File: src/rtl/recalque_pkg.sv
// recalque_pkg: shared types and constants for the recalque (pump-up) scheduler.
//   state_t        scheduler FSM states
//   NTANKS         number of upper tanks served by the shared pump
//   *_CYCLES_DEF   default settle / cooldown lengths
//   timer_width()  down-counter width for a given largest cycle count
package recalque_pkg;

    localparam int NTANKS              = 2;
    localparam int SETTLE_CYCLES_DEF   = 4;
    localparam int COOLDOWN_CYCLES_DEF = 8;

    typedef enum logic [1:0] {
        ST_IDLE,
        ST_SETTLE,
        ST_PUMPING,
        ST_COOLDOWN
    } state_t;

    // Timers are loaded with (cycles - 1) and count down to zero, so a
    // counter of $clog2(cycles) bits is enough.
    function automatic int timer_width(input int n);
        return (n > 2) ? $clog2(n) : 1;
    endfunction

endpackage

File: src/rtl/recalque_timer.sv
// recalque_timer: loadable down-counter with terminal-count flag.
//   i_clk       clock
//   i_reset     synchronous active-high reset (count -> 0)
//   i_load      load i_load_val (takes priority over i_dec)
//   i_load_val  value loaded; load (cycles - 1) for a span of `cycles` edges
//   i_dec       decrement by one, saturating at zero
//   o_done      count is zero
module recalque_timer #(
    parameter int WIDTH = 2
) (
    input  logic             i_clk,
    input  logic             i_reset,
    input  logic             i_load,
    input  logic [WIDTH-1:0] i_load_val,
    input  logic             i_dec,
    output logic             o_done
);

    logic [WIDTH-1:0] r_count;

    always_ff @(posedge i_clk) begin
        if (i_reset) begin
            r_count <= '0;
        end else if (i_load) begin
            r_count <= i_load_val;
        end else if (i_dec && (r_count != '0)) begin
            r_count <= r_count - WIDTH'(1);
        end
    end

    assign o_done = (r_count == '0);

endmodule

File: src/rtl/recalque_scheduler.sv
// recalque_scheduler: shares one pump between two upper tanks fed from a
// cistern. Opens the routing valve, lets it settle, runs the pump until the
// served tank is full (or the cistern runs low / a sensor fault appears),
// then enforces a pump-off cooldown. Ties alternate between tanks.
//   clk_2               clock, rising edge
//   reset               synchronous active-high reset
//   cisterna_nivel_min  1 = cistern at/above minimum level
//   caixa_nivel_max[i]  tank i maximum-level sensor
//   caixa_nivel_min[i]  tank i minimum-level sensor
//   bomba_acionada      pump on
//   valvula_en          routing valve open
//   valvula_sel         tank the valve routes to
//   inconsistencia[i]   sticky sensor fault for tank i (max set, min clear)
//   busy                FSM not idle
//   timeout             (RECALQUE_WATCHDOG_EN only) sticky pumping watchdog trip
// Optional feature: define RECALQUE_WATCHDOG_EN to bound PUMPING to
// MAX_PUMP_CYCLES cycles and lock out the tank that tripped it.
//
// state    | meaning
// IDLE     | valve closed, waiting for a request with cistern water
// SETTLE   | valve open to granted tank, pump still off
// PUMPING  | pump on into granted tank
// COOLDOWN | pump off, minimum off-time before the next grant
module recalque_scheduler
    import recalque_pkg::*;
#(
    parameter int SETTLE_CYCLES   = SETTLE_CYCLES_DEF,
    parameter int COOLDOWN_CYCLES = COOLDOWN_CYCLES_DEF,
    parameter int MAX_PUMP_CYCLES = 1000
) (
    input  logic              clk_2,
    input  logic              reset,
    input  logic              cisterna_nivel_min,
    input  logic [NTANKS-1:0] caixa_nivel_max,
    input  logic [NTANKS-1:0] caixa_nivel_min,
    output logic              bomba_acionada,
    output logic              valvula_en,
    output logic              valvula_sel,
    output logic [NTANKS-1:0] inconsistencia,
`ifdef RECALQUE_WATCHDOG_EN
    output logic              timeout,
`endif
    output logic              busy
);

    localparam int TMR_MAX = (SETTLE_CYCLES > COOLDOWN_CYCLES) ? SETTLE_CYCLES : COOLDOWN_CYCLES;
    localparam int TMR_W   = timer_width(TMR_MAX);
    localparam logic [TMR_W-1:0] SETTLE_LOAD = TMR_W'(SETTLE_CYCLES - 1);
    localparam logic [TMR_W-1:0] COOL_LOAD   = TMR_W'(COOLDOWN_CYCLES - 1);

    state_t r_state;
    logic   r_grant;
    logic   r_last;

    logic [NTANKS-1:0] w_req;
    logic [NTANKS-1:0] w_fault_now;
    logic [NTANKS-1:0] w_wd_lock;
    logic              w_grant;
    logic              w_start;
    logic              w_settle_abort;
    logic              w_settle_done;
    logic              w_pump_stop;
    logic              w_wd_expire;
    logic              w_tmr_load;
    logic              w_tmr_dec;
    logic              w_tmr_done;
    logic [TMR_W-1:0]  w_tmr_val;

    // Faults are taken from the registered latch only, so a new fault acts
    // on the FSM one cycle after it is seen on the sensors.
    assign w_fault_now = caixa_nivel_max & ~caixa_nivel_min;
    assign w_req       = ~caixa_nivel_min & ~inconsistencia;
    // On a tie the tank that was not served last wins; otherwise the sole
    // requester (bit 1 set means tank 1).
    assign w_grant     = (&w_req) ? ~r_last : w_req[1];

    assign w_start        = (r_state == ST_IDLE) && cisterna_nivel_min && (|w_req);
    assign w_settle_abort = ~cisterna_nivel_min | inconsistencia[r_grant];
    assign w_settle_done  = (r_state == ST_SETTLE) && !w_settle_abort && w_tmr_done;
    assign w_pump_stop    = caixa_nivel_max[r_grant] | ~cisterna_nivel_min
                          | inconsistencia[r_grant] | w_wd_expire;

    assign w_tmr_load = w_start || ((r_state == ST_PUMPING) && w_pump_stop);
    assign w_tmr_val  = (r_state == ST_IDLE) ? SETTLE_LOAD : COOL_LOAD;
    assign w_tmr_dec  = (r_state == ST_SETTLE) || (r_state == ST_COOLDOWN);

    recalque_timer #(.WIDTH(TMR_W)) u_timer (
        .i_clk      (clk_2),
        .i_reset    (reset),
        .i_load     (w_tmr_load),
        .i_load_val (w_tmr_val),
        .i_dec      (w_tmr_dec),
        .o_done     (w_tmr_done)
    );

`ifdef RECALQUE_WATCHDOG_EN
    localparam int WD_W = timer_width(MAX_PUMP_CYCLES);
    localparam logic [WD_W-1:0] WD_LOAD = WD_W'(MAX_PUMP_CYCLES - 1);

    logic w_wd_done;

    recalque_timer #(.WIDTH(WD_W)) u_watchdog (
        .i_clk      (clk_2),
        .i_reset    (reset),
        .i_load     (w_settle_done),
        .i_load_val (WD_LOAD),
        .i_dec      (r_state == ST_PUMPING),
        .o_done     (w_wd_done)
    );

    assign w_wd_expire = (r_state == ST_PUMPING) && w_wd_done;
`else
    assign w_wd_expire = 1'b0;
`endif

    assign w_wd_lock = w_wd_expire ? (r_grant ? 2'b10 : 2'b01) : 2'b00;

    always_ff @(posedge clk_2) begin
        if (reset) begin
            r_state        <= ST_IDLE;
            r_grant        <= 1'b0;
            r_last         <= 1'b1;
            bomba_acionada <= 1'b0;
            valvula_en     <= 1'b0;
            valvula_sel    <= 1'b0;
            inconsistencia <= '0;
            busy           <= 1'b0;
`ifdef RECALQUE_WATCHDOG_EN
            timeout        <= 1'b0;
`endif
        end else begin
            inconsistencia <= inconsistencia | w_fault_now | w_wd_lock;
            case (r_state)
                ST_IDLE: begin
                    if (w_start) begin
                        r_grant     <= w_grant;
                        valvula_sel <= w_grant;
                        valvula_en  <= 1'b1;
                        busy        <= 1'b1;
                        r_state     <= ST_SETTLE;
                    end
                end
                ST_SETTLE: begin
                    // Abort has priority: pump never started, so no cooldown
                    // and the tank keeps its place in the alternation.
                    if (w_settle_abort) begin
                        valvula_en <= 1'b0;
                        busy       <= 1'b0;
                        r_state    <= ST_IDLE;
                    end else if (w_tmr_done) begin
                        bomba_acionada <= 1'b1;
                        r_state        <= ST_PUMPING;
                    end
                end
                ST_PUMPING: begin
                    if (w_pump_stop) begin
                        bomba_acionada <= 1'b0;
                        valvula_en     <= 1'b0;
                        r_last         <= r_grant;
                        r_state        <= ST_COOLDOWN;
`ifdef RECALQUE_WATCHDOG_EN
                        if (w_wd_expire) begin
                            timeout <= 1'b1;
                        end
`endif
                    end
                end
                ST_COOLDOWN: begin
                    if (w_tmr_done) begin
                        busy    <= 1'b0;
                        r_state <= ST_IDLE;
                    end
                end
                default: begin
                    r_state <= ST_IDLE;
                end
            endcase
        end
    end

endmodule
File: config.mk
export PLATFORM = sky130hd
export DESIGN_NAME = recalque_scheduler
export DESIGN_NICKNAME = d
export VERILOG_FILES = /design/src/rtl/recalque_pkg.sv /design/src/rtl/recalque_timer.sv /design/src/rtl/recalque_scheduler.sv
export SDC_FILE = /design/constraint.sdc
export NUM_CORES = 1
export LEC_CHECK = 0
export BUFFER_PORTS_ARGS = -buffer_cell sky130_fd_sc_hd__buf_2
export CELL_PAD_IN_SITES_DETAIL_PLACEMENT = 1
export CELL_PAD_IN_SITES_GLOBAL_PLACEMENT = 2
export CORE_MARGIN = 2
export CORE_UTILIZATION = 29
export DETAILED_ROUTE_END_ITERATION = 12
export GPL_TIMING_DRIVEN = 0
export PLACE_DENSITY_LB_ADDON = 0.1
export SLEW_MARGIN = 20
export SYNTH_ARGS = -nofsm -noshare
export SYNTH_HDL_FRONTEND = slang
export SYNTH_SLANG_ARGS = --single-unit
File: constraint.sdc
create_clock -name clk_2 -period 1.5 [get_ports clk_2]
set_input_delay 0.45 -clock clk_2 [delete_from_list [all_inputs] [get_ports clk_2]]
set_output_delay 0.45 -clock clk_2 [all_outputs]
set_load 0.02 [all_outputs]
==> results.tsv, run 1 <==
stage	metric	value	unit
finish	layout.nets	117	
synthesis	ys_seq_elements	12	
grt	grt_use_total	14.6	%
clock_tree	path_clk_slew	90	ps
floorplanning	rows	18	
route	first_pass_iters	4	
synthesis	synthTopCellsByArea	dfxtp_1 (32%), ha_1 (12%), a21oi_1 (4.7%), inv_1 (4.5%), mux2i_1 (4.0%)	
placement	io_buffers	12	
flow_run	max_cap_violations	0	
clock_tree	numCtsBuffers	3	
route	detail-route-antenna-nets	0	
route	met2_length	887	microns
clock_tree	clock-sinks	12	
route	wl_met1	900	microns
setup_path	worst-path-max-fanout	6	
floorplanning	design.core.area	0.00245	sq mm
sta	holdWs	427	ps
clock_tree	postCtsHoldBufs	0	
pwr	p_per_area	1120	mW/mm^2
synthesis	syn_inst	82	
setup_path	cp_top_family	flip-flops	
pwr	ir_drop	0.418	mV
synthesis	syn_nets	96	
route	drc	0	
pwr	power.share.clock	19.0	%
placement	hpwl	1340	microns
pwr	intPower	0.717	mW
sta	min_period_over_period	107	%
sta	finalWorstSetupSlack	-105	ps
floorplanning	start_util	30.4	%
route	via_per_inst	5.19	
grt	grt_pass1_vias	648	
route	first_iter_violations	4	
finish	drive_gt1_share	45.5	%
sta	setup_viol	6	
sta	period_needed	1610	ps
sta	slew_headroom	65.2	%
synthesis	ys_types	36	
clock_tree	cts_max_path_buffers	2	
sta	slew_viol_final	0	
placement	globalplace.congestion	0.691	
sta	fmax	623	MHz
min_path	hold_path.class	in -> reg	
synthesis	synthesis.area	746	sq um
floorplanning	die_y	54.7	microns
floorplanning	fp.dieW	54.7	microns
floorplanning	io_pins	13	
placement	dp_slack	-325	ps
pwr	power_switching	0.404	mW
synthesis	synthArstFlopShare	0	%
route	wl_met3	55	microns
setup_path	endpoint_kind	register	
finish	area_growth_syn_to_layout	34.1	%
setup_path	max_stage_delay	380	ps
route	wl	1880	microns
route	vias	680	
setup_path	path_buf_inv	1	
synthesis	synth-edff-count	0	
grt	grt_max_degree	11	
route	routed.top_layer	met4	
synthesis	yosys.area.top_type	dfxtp_1	
setup_path	crit_chain	inv_2, ha_4, a21boi_2, nor4_2, mux2_1	
synthesis	yosys.area.top_type_share	32.2	%
grt	antenna_found_initial	0	
status	violations	setup timing	
synthesis	ys_warn_count	0	
grt	grt_pass1_wl	2990	microns
pwr	combinationalPowerShare	44.1	%
synthesis	ys.flop_type	dfxtp_1	
sta	hold_viol	0	
clock_tree	ctsHtreeMaxLevel	1	
clock_tree	cts_tree	yes	
route	avgRoutedWirePerCell	14.4	microns
setup_path	cp-start-kind	register	
synthesis	ys_top_cells_by_count	dfxtp_1 (12), inv_1 (9), a21oi_1 (7), ha_1 (7), nor2_1 (7)	
pwr	p_leak	0.417	nW
setup_path	cp_slowest_cell	dfxtp_4	
pwr	swShare	36.1	%
synthesis	yosysSeqAreaShare	32.2	%
setup_path	arrival	1780	ps
setup_path	cp.required	1680	ps
sta	rsz0062_at_grt	yes	
grt	overflow	0	
sta	finClkSkew	11.9	ps
clock_tree	clk-insertion-delay-late	280	ps
synthesis	synth.most_common_cell	dfxtp_1	
finish	num_antenna_cells	0	
clock_tree	root_buffer	clkbuf_4	
sta	worst_slew_pin_slew	522	ps
synthesis	avgSynthCellArea	9.09	sq um
status	status	complete, but fails checks	
pwr	power.share.sequential	36.9	%
setup_path	criticalPathCategory	reg -> reg	
floorplanning	die_area	0.00299	sq mm
## per-layer routing
layer / up-vias / track usage [%]
met4: 0 / 7.50
met1: 319 / 18.4
li1: 344 / -
met2: 13 / 23.6
met5: - / 0
met3: 4 / 2.46
## cell type report
class | count | area, sq um
Fill cell | 295 | 1460
Multi-Input combinational cell | 60 | 563
Sequential cell | 12 | 249
Timing Repair Buffer | 16 | 90.1
Tap cell | 30 | 37.5
Inverter | 9 | 33.8
Clock buffer | 3 | 22.5
Buffer | 1 | 3.75
## power by group through the flow
stage / logic, mW / registers, mW / clock network, mW
detailed placement: 0.356 / 0.410 / 0
CTS: 0.469 / 0.409 / 0.217
global placement: 0.354 / 0.409 / 0
global route: 0.552 / 0.423 / 0.232
finish: 0.495 / 0.414 / 0.213
floorplan: 0.235 / 0.433 / 0
## worst reg2reg max path, cell delays in order, from the launching register on
cell and delay, ps:
dfxtp_4 380, inv_2 80, ha_4 180, a21boi_2 200
nor4_2 320, mux2_1 340
## sequential cells by signal, indices dropped and copies added (netlist names), named ones only
| name | count |
|---|---|
| bomba_acionada | 1 |
| busy | 1 |
| r_state | 1 |
| r_grant | 1 |
| r_last | 1 |
| u_timer.r_count | 3 |
| inconsistencia | 2 |
| valvula_en | 1 |
## final timing paths
| kind | start | endpoint | cells after the start | slack [ps] |
|---|---|---|---|---|
| setup reg to reg | r_state[0]$_SDFFE_PP0P_ | valvula_en$_SDFFE_PP0P_ | 5 | -110 |
| hold reg to reg | busy$_SDFFE_PP0P_ | busy$_SDFFE_PP0P_ | 2 | 510 |
| hold / removal | caixa_nivel_max[1] | inconsistencia[1]$_SDFF_PP0_ | 3 | 430 |
| setup / recovery | r_state[0]$_SDFFE_PP0P_ | valvula_en$_SDFFE_PP0P_ | 5 | -110 |
## placed cells by master, fill, tap and decap left out, types with 2 or more instances in the layout
master	netlist	layout
nor4_2	0	2
buf_4	0	4
inv_2	0	4
or3_1	2	2
o311ai_1	1	2
ha_1	7	2
buf_2	0	12
mux2i_1	3	3
ha_4	0	4
mux2_1	2	2
a21oi_1	7	7
dfxtp_1	12	7
dfxtp_2	0	4
inv_1	9	5
nand2_1	4	3
nor2_1	7	6
clkbuf_4	0	3
## stage by stage
stage               power, mW  utilization [%]  std cells  TNS [ps]  cell area (sq um)
finish                   1.12             40.7        131      -368               1000
global route             1.21             40.7        131      -957               1000
CTS                      1.10             39.5        131      -537                970
detailed placement      0.767             34.5        124     -1530                846
global placement        0.763             34.5        124     -1420                846
floorplan               0.669                -         82      -110                748
## cells by family after synthesis
kind of cell	after synthesis	synth area share [%]
AO/OA/AOI/OAI	22	22.0
XOR/XNOR	1	1.17
adder cells (fa/ha/maj)	7	11.7
buffers and inverters	10	5.03
flip-flops	12	32.2
multiplexers	6	9.06
AND/OR/NAND/NOR	24	18.8
## timing repair
item / CTS / global route
endpoints found under the setup margin: 9 / 9
gates cloned: 0 / 0
resized for setup: 18 / 8
pin swaps: 6 / 2
setup buffers: 4 / 0
(Power assumes the default switching activity.)
==> inputs of run 2 (changes only) <==
CELL_PAD_IN_SITES_DETAIL_PLACEMENT = 0   (was 1)
==> results.tsv, run 2 (synthesis gave the netlist of run 1 again) <==
stage	metric	value	unit	change
status	status	complete, but fails checks		
status	violations	setup timing		
grt	antenna_found_initial	0		unchanged
sta	min_period_over_period	104	%	-3.3 points
grt	overflow	0		unchanged
min_path	hold-path-endpoint	inconsistencia[1]$_SDFF_PP0_		
pwr	power.share.sequential	34.7	%	-2.2 points
finish	multi_input_area	554	sq um	-1.6%
route	first_pass_iters	4		unchanged
setup_path	endpoint_kind	register		
sta	period_needed	1560	ps	-50.0 ps
finish	final_cell_mix	buf_2 (12), buf_4 (9), a21oi_1 (7)		
floorplanning	die_y	54.7	microns	unchanged
floorplanning	io_pins	13		unchanged
sta	rsz0062_at_grt	yes		
grt	grt_pass1_vias	676		+4.3%
route	drc	0		unchanged
floorplanning	rows	18		unchanged
floorplanning	design.core.area	0.00245	sq mm	unchanged
finish	top_regs	u_timer.r_count (3), inconsistencia (2)		
pwr	combinationalPowerShare	42.4	%	-1.7 points
finish	regMostFlops	u_timer.r_count		
grt	grt_use_total	15.4	%	+0.79 points
clock_tree	numCtsBuffers	3		unchanged
grt	grt_max_degree	11		unchanged
setup_path	cp.required	1680	ps	about the same
clock_tree	root_buffer	clkbuf_4		
route	via_per_inst	5.09		-2.0%
sta	slew_headroom	64.0	%	-1.2 points
placement	dpl_cell_area	846	sq um	unchanged
setup_path	r2r-start	r_state[0]$_SDFFE_PP0P_		
clock_tree	cts_tree	yes		
clock_tree	path_clk_slew	90	ps	about the same
route	detail-route-antenna-nets	0		unchanged
min_path	min_from	caixa_nivel_max[1]		
route	avgRoutedWirePerCell	13.9	microns	-2.9%
pwr	p_per_area	1120	mW/mm^2	+0.22%
finish	final_area	0.00105	sq mm	+5.0%
floorplanning	die_area	0.00299	sq mm	unchanged
placement	globalplace.congestion	0.691		unchanged
setup_path	worst-path-max-fanout	5		-1
min_path	hold_path.class	in -> reg		
setup_path	rr_worst_depth	5		unchanged
sta	setup_viol	4		-2
finish	largest_reg_flops	3		unchanged
sta	slew_viol_final	0		unchanged
setup_path	arrival	1730	ps	-50 ps
clock_tree	clk-insertion-delay-late	280	ps	about the same
pwr	power.share.clock	23.0	%	+4.0 points
flow_run	max_cap_violations	0		unchanged
route	first_iter_violations	7		+3
min_path	min_delay_path_depth	3		unchanged
finish	area_growth_syn_to_layout	40.8	%	
pwr	swShare	34.3	%	-1.8 points
pwr	p_leak	0.449	nW	+7.7%
setup_path	ff2ff_setup_slack	-60	ps	+50 ps
floorplanning	fp.dieW	54.7	microns	unchanged
clock_tree	clock-sinks	12		unchanged
placement	hpwl	1260	microns	-5.6%
finish	drive_gt1_share	49.5	%	+4.0 points
grt	grt_pass1_wl	3120	microns	+4.1%
finish	layout_commonest_cell	buf_2		
pwr	power_switching	0.404	mW	about the same
floorplanning	start_util	30.4	%	unchanged
pwr	ir_drop	0.516	mV	+24%
finish	fill_cells	261		-12%
pwr	intPower	0.776	mW	+8.2%
sta	finalWorstSetupSlack	-55.2	ps	+50.0 ps
sta	hold_viol	0		unchanged
finish	num_antenna_cells	0		unchanged
sta	fmax	643	MHz	+3.2%
setup_path	cp-start-kind	register		
finish	register_area	256	sq um	+3.0%
clock_tree	cts_max_path_buffers	2		unchanged
route	vias	697		+2.5%
sta	finClkSkew	6.67	ps	-5.23 ps
setup_path	crit_start	r_state[0]$_SDFFE_PP0P_		
sta	holdWs	425	ps	-2.56 ps
route	wl	1910	microns	+1.5%
setup_path	criticalPathCategory	reg -> reg		
finish	layout.nets	122		+4.3%
finish	final_core_util	42.8	%	+2.0 points
clock_tree	ctsHtreeMaxLevel	1		unchanged
placement	io_buffers	12		unchanged
sta	worst_slew_pin_slew	540	ps	+17.9 ps
sta	finalSetupTns	-125	ps	+243 ps
run 2: changes by cell type in the layout (fill, tap and decap cells not counted), sizes merged:
cell and change:
buf +5, clkbuf +1
run 2: per-stage QoR:
step           setup WS [ps]  power, mW  instances
2_1_floorplan          -55.2      0.669         82
3_3_place_gp            -327      0.763        124
3_5_place_dp            -316      0.762        124
4_1_cts                -49.4       1.15        134
5_1_grt                 -136       1.26        137
6_report               -55.2       1.18        137
run 2: power by group through the flow:
| stage | sequential, mW | clock, mW | combinational, mW |
|---|---|---|---|
| 5_1_grt | 0.417 | 0.290 | 0.553 |
| 3_3_place_gp | 0.409 | 0 | 0.354 |
| 3_5_place_dp | 0.409 | 0 | 0.353 |
| 4_1_cts | 0.409 | 0.280 | 0.465 |
| 2_1_floorplan | 0.433 | 0 | 0.235 |
| 6_report | 0.409 | 0.271 | 0.500 |
run 2: repair_timing:
item                                    4_1_cts  5_1_grt
resized for setup                            26        2
endpoints found under the setup margin        9        8
hold buffers                                  0        0
pin swaps                                     6        1
setup buffers                                 6        3
gates cloned                                  0        0
run 2: how the worst max path moves through the flow:
stage	endpoint	slack, ps
final	register	-60
after global routing	valvula_en$_SDFFE_PP0P_	-140
after CTS	register	-50
after detailed placement	register	-320
after global placement	register	-330
after floorplan	register	-60
run 2: layer usage:
layer  global-route usage, %  routed length (microns)  vias up  part of all wire [%]
li1                        -                        -      349                     -
met1                    19.0                      926      327                    49
met2                    24.4                      860       17                    45
met3                    2.46                       70        4                   3.7
met4                    10.0                       52        0                   2.7
met5                       0                        0        -                     0
run 2: area by class of cell:
class                      count  share of cell area (%)
multi-input combinational     60                    52.8
timing repair buffer          21                    12.2
sequential                    12                    24.4
tap                           30                    3.58
buffer                         1                   0.358
clock buffer                   4                    3.46
inverter                       9                    3.22
run 2: critical path, cell delays in order (launching register included):
cell and delay [ps]:
dfxtp_4 380, inv_2 70, ha_2 200, o21a_1 150, nor4_2 300, mux2_1 340
==> inputs of run 3 (changes only) <==
CORE_UTILIZATION = 34   (was 29)
clock period = 1.8 ns   (was 1.5 ns; I/O delays follow)
==> results.tsv, run 3 (synthesis gave the netlist of run 1 again) <==
stage	metric	value	unit	change
route	first_iter_violations	10		+3
sta	fmax	598	MHz	-7.0%
clock_tree	clock-sinks	12		unchanged
finish	layout.nets	113		-7.4%
min_path	min_delay_path_depth	2		-1
floorplanning	design.core.area	0.00202	sq mm	-18%
setup_path	cp-start-kind	register		
sta	period_needed	1670	ps	+117 ps
clock_tree	numCtsBuffers	3		unchanged
sta	finalWorstSetupSlack	128	ps	+183 ps
setup_path	path_buf_inv	1		unchanged
clock_tree	root_buffer	clkbuf_4		
clock_tree	cts_max_path_buffers	2		unchanged
placement	dp_slack	-105	ps	+211 ps
clock_tree	postCtsHoldBufs	0		unchanged
route	drc	0		unchanged
setup_path	cp.required	1960	ps	+280 ps
setup_path	cp_top_family	flip-flops		
floorplanning	die_y	50.8	microns	-7.1%
setup_path	crit_chain	inv_1, ha_2, a21boi_2, nor4_2, mux2_1		
finish	area_growth_syn_to_layout	19.0	%	
finish	top_regs	u_timer.r_count (3), inconsistencia (2)		
pwr	p_per_area	900	mW/mm^2	-20%
route	via_per_inst	4.94		-3.0%
finish	num_antenna_cells	0		unchanged
sta	min_period_over_period	92.9	%	-11 points
pwr	ir_drop	0.374	mV	-27%
grt	antenna_found_initial	0		unchanged
placement	hpwl	1180	microns	-6.4%
sta	worst_slew_pin_slew	482	ps	-57.9 ps
grt	grt_pass1_wl	2670	microns	-14%
sta	finClkSkew	5.57	ps	-1.10 ps
min_path	hold_path.class	reg -> reg		
route	avgRoutedWirePerCell	12.1	microns	-13%
clock_tree	ctsHtreeMaxLevel	1		unchanged
finish	final_cell_count_no_fill	124		-9.5%
clock_tree	cts_tree	yes		
setup_path	worst-path-max-fanout	6		+1
status	status	finished clean		
placement	dp.cells	121		-2.4%
route	detail-route-antenna-nets	0		unchanged
flow_run	max_cap_violations	0		unchanged
finish	drive_gt1_share	28.9	%	-21 points
route	wl	1500	microns	-21%
sta	finalSetupTns	0	ps	+125 ps
grt	overflow	0		unchanged
setup_path	arrival	1830	ps	+100 ps
sta	slew_viol_final	0		unchanged
pwr	p_leak	0.380	nW	-15%
setup_path	rr_worst_depth	5		unchanged
floorplanning	start_util	36.9	%	+6.5 points
finish	regMostFlops	u_timer.r_count		
route	first_pass_iters	4		unchanged
setup_path	cp.depth	5		unchanged
setup_path	endpoint_kind	register		
grt	grt_use_total	13.8	%	-1.5 points
clock_tree	clk-insertion-delay-late	270	ps	about the same
grt	grt_pass1_vias	559		-17%
finish	layout_commonest_cell	buf_2		
floorplanning	io_pins	13		unchanged
sta	rsz0062_at_grt	no		
floorplanning	die_area	0.00258	sq mm	-14%
floorplanning	rows	16		-2
finish	final_cell_mix	buf_2 (12), dfxtp_1 (11), inv_1 (9)		
placement	io_buffers	12		unchanged
setup_path	max_stage_delay	370	ps	about the same
setup_path	criticalPathCategory	reg -> reg		
sta	hold_viol	0		unchanged
setup_path	ff2ff_setup_slack	130	ps	+180 ps
sta	setup_viol	0		-4
grt	grt_max_degree	11		unchanged
sta	slew_headroom	67.8	%	+3.9 points
finish	fill_cells	221		-15%
finish	largest_reg_flops	3		unchanged
pwr	power	0.798	mW	-32%
route	vias	612		-12%
floorplanning	fp.dieW	50.8	microns	-7.1%
placement	globalplace.congestion	0.754		+9.1%
clock_tree	path_clk_slew	80	ps	about the same
setup_path	cp_slowest_cell	dfxtp_1		
-- run 3: timing repair --
action / 4_1_cts / 5_1_grt
setup buffers: 0 / 0
setup endpoints to repair: 1 / 3
pin swaps: 0 / 1
gates resized for setup: 1 / 6
endpoints found under the hold margin: 0 / 0
-- run 3: final cells by class --
class,count,area [sq um],share of cell area [%]
well taps,27,33.8,3.81
plain buffers,1,3.75,0.423
inverters,9,33.8,3.81
flip-flops and latches,12,241,27.2
clock buffers,3,22.5,2.54
multi-input cells,60,492,55.4
repair buffers,12,60.1,6.77
-- run 3: tightest hold or removal path, stage by stage, from the launching register on --
cell	delay (ps)
dfxtp_1	320
o311ai_1	80
o41ai_2	60
-- run 3: per-stage QoR --
stage                     instance area, sq um  hold WS (ps)  utilization, %
after floorplan                            746           446               -
after global placement                     840           480            41.5
after detailed placement                   840           488            41.5
after CTS                                  868           499            42.9
after global routing                       887           544            43.9
final                                      887           495            43.9
-- run 3: final timing paths --
kind / from / endpoint
hold / removal: busy$_SDFFE_PP0P_ / busy$_SDFFE_PP0P_
hold reg to reg: busy$_SDFFE_PP0P_ / busy$_SDFFE_PP0P_
setup reg to reg: r_state[0]$_SDFFE_PP0P_ / register
setup / recovery: r_state[0]$_SDFFE_PP0P_ / register
-- run 3: report_power, final --
part | switching [mW] | internal (mW)
Clock | 0.0867 | 0.0772
Combinational | 0.163 | 0.136
Sequential | 0.0282 | 0.307
-- run 3: per-layer routing --
metal | share of wire, % | vias to the layer above | GRT usage (%)
met2 | 43 | 13 | 18.6
met1 | 53 | 268 | 20.8
met5 | 0 | - | 0
li1 | - | 331 | -
met4 | 0 | 0 | 6.76
met3 | 4.0 | 0 | 2.63
